<file path="config.mk">
export PLATFORM = sky130hd
export DESIGN_NAME = ladybird_bus_arbiter
export DESIGN_NICKNAME = d
export VERILOG_FILES = /design/src/rtl/ladybird_bus_arbiter.sv
export SDC_FILE = /design/constraint.sdc
export NUM_CORES = 1
export LEC_CHECK = 0
export ABC_AREA = 1
export CELL_PAD_IN_SITES_DETAIL_PLACEMENT = 1
export CELL_PAD_IN_SITES_GLOBAL_PLACEMENT = 1
export CORE_MARGIN = 2
export CORE_UTILIZATION = 26
export CTS_CLUSTER_SIZE = 12
export DETAILED_ROUTE_END_ITERATION = 7
export PLACE_DENSITY_LB_ADDON = 0.1
export SKIP_LAST_GASP = 1
export SYNTH_ARGS = -nofsm -noshare
export SYNTH_HDL_FRONTEND = slang
export SYNTH_SLANG_ARGS = --single-unit
</file>
<file path="constraint.sdc">
create_clock -name clk -period 1.9 [get_ports clk]
set_input_delay 0.38 -clock clk [delete_from_list [all_inputs] [get_ports clk]]
set_output_delay 0.38 -clock clk [all_outputs]
set_load 0.03 [all_outputs]
</file>
<file path="src/rtl/ladybird_bus_arbiter.sv">
// Two-master (D_BUS / I_BUS) round-robin arbiter onto a single downstream port,
// one outstanding transaction, address decode to access_t and response timeout.
module ladybird_bus_arbiter #(
    parameter int XLEN           = 32,
    parameter int TIMEOUT_CYCLES = 1024
) (
    input  logic                 clk,
    input  logic                 reset,
    input  logic [1:0]           m_valid,
    output logic [1:0]           m_ready,
    input  logic [1:0][XLEN-1:0] m_addr,
    input  logic [1:0][XLEN-1:0] m_wdata,
    input  logic [1:0][3:0]      m_wstrb,
    input  logic [1:0]           m_write,
    output logic [1:0]           m_rvalid,
    output logic [XLEN-1:0]      m_rdata,
    output logic                 m_rerror,
    output logic                 s_valid,
    input  logic                 s_ready,
    output logic [XLEN-1:0]      s_addr,
    output logic [XLEN-1:0]      s_wdata,
    output logic [3:0]           s_wstrb,
    output logic                 s_write,
    output logic [2:0]           s_sel,
    input  logic                 s_rvalid,
    input  logic [XLEN-1:0]      s_rdata
);

    typedef enum logic [2:0] {
        ACC_IRAM = 3'b000,
        ACC_BRAM = 3'b001,
        ACC_DRAM = 3'b010,
        ACC_UART = 3'b011,
        ACC_QSPI = 3'b100,
        ACC_GPIO = 3'b101
    } access_t;

    typedef enum logic [1:0] {
        IDLE = 2'd0,
        REQ  = 2'd1,
        RESP = 2'd2
    } state_t;

    localparam int CNT_W = (TIMEOUT_CYCLES > 0) ? $clog2(TIMEOUT_CYCLES + 1) : 1;
    localparam int TLIM  = (TIMEOUT_CYCLES > 0) ? TIMEOUT_CYCLES - 1 : 0;
    localparam logic BUS_D = 1'b0;
    localparam logic BUS_I = 1'b1;

    function automatic access_t access_type(input logic [XLEN-1:0] addr);
        case (addr[XLEN-1 -: 4])
            4'hF:    access_type = ACC_UART;
            4'hE:    access_type = ACC_GPIO;
            4'hD:    access_type = ACC_QSPI;
            4'h9:    access_type = ACC_IRAM;
            4'h8:    access_type = ACC_BRAM;
            default: access_type = ACC_DRAM;
        endcase
    endfunction

    state_t            state_reg, state_next;
    logic              last_grant_reg;
    logic              grant_reg;
    logic [CNT_W-1:0]  cnt_reg;
    logic [XLEN-1:0]   s_addr_reg, s_wdata_reg, m_rdata_reg;
    logic [3:0]        s_wstrb_reg;
    logic              s_write_reg, m_rerror_reg;
    access_t           s_sel_reg;
    logic [1:0]        m_rvalid_reg;

    logic              grant_idx;
    logic              accept;
    logic              timeout_hit;

    // On a conflict the master that did not win last time is served.
    always_comb begin
        grant_idx = BUS_D;
        case (m_valid)
            2'b01:   grant_idx = BUS_D;
            2'b10:   grant_idx = BUS_I;
            2'b11:   grant_idx = ~last_grant_reg;
            default: grant_idx = BUS_D;
        endcase
    end

    assign accept      = (state_reg == IDLE) && (|m_valid) && !reset;
    assign timeout_hit = (TIMEOUT_CYCLES != 0) && (cnt_reg == CNT_W'(TLIM));

    generate
        for (genvar gi = 0; gi < 2; gi++) begin : g_ready
            assign m_ready[gi] = accept && (grant_idx == 1'(gi));
        end
    endgenerate

    always_comb begin
        state_next = state_reg;
        case (state_reg)
            IDLE:    if (accept) state_next = REQ;
            REQ:     if (s_ready) state_next = RESP;
            RESP:    if (s_rvalid || timeout_hit) state_next = IDLE;
            default: state_next = IDLE;
        endcase
    end

    always_ff @(posedge clk) begin
        if (reset) begin
            state_reg      <= IDLE;
            last_grant_reg <= BUS_I;
            grant_reg      <= BUS_D;
            cnt_reg        <= '0;
            s_addr_reg     <= '0;
            s_wdata_reg    <= '0;
            s_wstrb_reg    <= '0;
            s_write_reg    <= 1'b0;
            s_sel_reg      <= access_type('0);
            m_rvalid_reg   <= '0;
            m_rdata_reg    <= '0;
            m_rerror_reg   <= 1'b0;
        end else begin
            state_reg    <= state_next;
            m_rvalid_reg <= '0;
            if (accept) begin
                grant_reg      <= grant_idx;
                last_grant_reg <= grant_idx;
                s_addr_reg     <= m_addr[grant_idx];
                s_wdata_reg    <= m_wdata[grant_idx];
                s_wstrb_reg    <= m_wstrb[grant_idx];
                s_write_reg    <= m_write[grant_idx];
                s_sel_reg      <= access_type(m_addr[grant_idx]);
            end
            if (state_reg == REQ && s_ready) begin
                cnt_reg <= '0;
            end
            // A response is only honoured in RESP; stray s_rvalid elsewhere is dropped.
            if (state_reg == RESP) begin
                if (s_rvalid) begin
                    m_rvalid_reg[grant_reg] <= 1'b1;
                    m_rdata_reg             <= s_rdata;
                    m_rerror_reg            <= 1'b0;
                end else if (timeout_hit) begin
                    m_rvalid_reg[grant_reg] <= 1'b1;
                    m_rdata_reg             <= '0;
                    m_rerror_reg            <= 1'b1;
                end else if (cnt_reg != '1) begin
                    cnt_reg <= cnt_reg + 1'b1;
                end
            end
        end
    end

    assign s_valid  = (state_reg == REQ);
    assign s_addr   = s_addr_reg;
    assign s_wdata  = s_wdata_reg;
    assign s_wstrb  = s_wstrb_reg;
    assign s_write  = s_write_reg;
    assign s_sel    = s_sel_reg;
    assign m_rvalid = m_rvalid_reg;
    assign m_rdata  = m_rdata_reg;
    assign m_rerror = m_rerror_reg;

endmodule

</file>
==> metrics <==
Power Density=832 nW/um^2; worst r2r path cells=8; critical path buffer and inverter count=1; initial antenna violation count=3; CP top delay family=buffers and inverters; Mapped Cells=840; CP max stage cell=clkdlybuf4s50_1; CP Class=reg2out; CTS tree=done; Final Worst Setup Slack=53.5 ps; HPWL Detailed=15700 microns; max_cap viols=0; sw frac=27.7%; Area growth syn-to-layout=73.4%; post-place setup slack=-110 ps; GR Overflow Total=0; Netlist cell types=24; Die Y=149 microns; fin nets=1309; PortBufs=~290; critical path launch point type=register; largest family of logic cells by synthesized area=simple AND/OR/NAND/NOR gates; Synth area leader=dfxtp_1; Gate power share=20.9%; Clock Path Buffers=2; Slew Limit Headroom=50.4%; Max Fanout on Critical Path=2; crit-path cells=clkdlybuf4s50_1; #FFs+latches synth=122; Peak VDD IR=394 uV; max incr delay on CP=about 700 ps; Reg power frac=34.9%; post-synthesis mux area share=0%; CTS root buf=clkbuf_16; Seq/Total Area, Yosys=44.6%; hold buffer count at CTS=0; clock-pin slew on the worst setup and hold paths=60 ps; syn_area_per_cell=approximately 6.5 sq um; Post-synth top cells=418 x nand2_1, 122 x dfxtp_1, 107 x a21oi_1; Period minus WS final=about 1800 ps; drt pass-1 iters=4; number of top-level pins=286; die width=approximately 150 microns; Cell Area, Synth=5480 sq um; TritonCTS Buffers=17; Synth Area in Compound Gates=11.1%; GR Util All Layers=19.2%; hold path cells=3; post-layout util=45.6%; Synth Flop Type=dfxtp_1; EDFF count, synth=0; Clock Sinks=approximately 120; core area=20800 sq um; Clk pwr share=44.2%; Worst-Margin Slew=~740 ps; outcome=finished clean; syn_nets=1017; Synth area leaders=dfxtp_1 45%, nand2_1 29%, a21oi_1 9.8%; Highest Clock Rate=roughly 0.54 GHz; Final Cycle Share=between 90% and 100%; count leader, synth=nand2_1; Worst-Skew Late Latency=420 ps; Critical Path Sink Type=output pin; placed standard-cell area=8810 sq um; leakage=4.08 nW; effective utilization at floorplan=around a quarter; Critical Path AT=1470 ps; Final Slew Violations=0; final WL=21200 microns; Pwr Total=about 0.008 W; HP Class=in2reg; Synth Area in XOR/XNOR=0%; WL per Instance=14.9 microns; die area=22200 sq um; Pint=0.00571 W; required time of the critical path=between 1500 and 2000 ps; endpoints failing hold=0; final setup violation count=0; gpl congestion=0.752; Synth Area in Simple Gates=37.4%; vias in the first global route=6332; post-synth top area share=about 45%; routed vias/inst=4.43; adder-cell area share of the yosys netlist=0.228%; NetSw=0.00219 W; DRT antenna net count=0; # H-tree levels=4; site row count=53; final hold slack=around 340 ps; Worst path depth=1; largest net degree at the start of global routing=67; fraction of layout instances using a drive strength above 1=7.95%; YS warnings=0; Fillers=between 2000 and 3000; first-pass GRT wire length=33300 microns; 1st-iter DRT viols=178; drc violations=0; Post-synth ARST share=0%; clock skew=8.26 ps; RSZ-0062 raised after global routing=yes; final instance area=9500 sq um; vias=6301
==> per-stage QoR <==
step / instances / TNS [ps]
after floorplan: 840 / 0
after global placement: 1387 / -2280
after detailed placement: 1387 / -3700
after CTS: 1420 / 0
after global routing: 1421 / -8.64
final: 1421 / 0
==> path summary, 6_finish.rpt <==
check	startpoint	endpoint	slack (ps)
min	reset	m_rdata[15]	340
min reg2reg	grant_reg	m_rvalid[0]	420
max reg2reg	cnt_reg[0]	cnt_reg[3]	180
max	s_addr[26]	s_addr[26]	50
==> layer usage <==
metal	wire length, microns	GRT usage, %	vias up
met1	8710	21.9	2867
met4	349	6.00	4
met3	1830	8.47	28
met2	10300	32.3	175
li1	-	-	3227
met5	27	0	-
==> cell type report <==
class                   instances  area [sq um]  share of cell area (%)
clock buffers                  18           439                    4.63
diodes                          1          2.50                  0.0264
multi-input cells             633          2670                    28.2
inverters                      34           129                    1.36
clock inverters                14           193                    2.03
repair buffers                324          3270                    34.4
flip-flops and latches        122          2440                    25.7
well taps                     275           344                    3.62
==> cells by family (layout without fill, tap and decap cells) <==
| logic type | after synthesis | in the layout |
|---|---|---|
| AOI/OAI and AO/OA | 121 | 121 |
| other | 0 | 1 |
| adders and majority gates | 1 | 1 |
| buffers and inverters | 85 | 390 |
| DFF | 122 | 122 |
| and+or+nand+nor | 511 | 511 |
==> layout by cell type, fill, tap and decap left out, drive strengths merged <==
| master | instances |
|---|---|
| clkinv | 5 |
| nand4 | 3 |
| dlygate4sd2 | 2 |
| nor3 | 5 |
| buf | 43 |
| nand3 | 47 |
| dlymetal6s2s | 13 |
| dfxtp | 122 |
| clkdlybuf4s50 | 266 |
| nor2 | 28 |
| inv | 36 |
| o21ai | 13 |
| clkbuf | 18 |
| a21oi | 107 |
| a21boi | 1 |
| bufinv | 4 |
| nand3b | 5 |
| ha | 1 |
| diode | 1 |
| nand2 | 423 |
| clkinvlp | 3 |
==> power by group through the flow <==
stage                     clock (W)  combinational [W]  sequential, W
after floorplan                   0           0.000542        0.00304
after global placement            0            0.00166        0.00281
after detailed placement          0            0.00167        0.00281
after CTS                   0.00360            0.00168        0.00276
after global routing        0.00371            0.00181        0.00278
final                       0.00350            0.00165        0.00276
==> repair_timing <==
action / CTS / global route
gates resized for setup: 5 / 15
pin swaps: 1 / 1
buffers inserted: 1 / 0
endpoints found under the setup margin: 2 / 15
(Power assumes the default switching activity.)
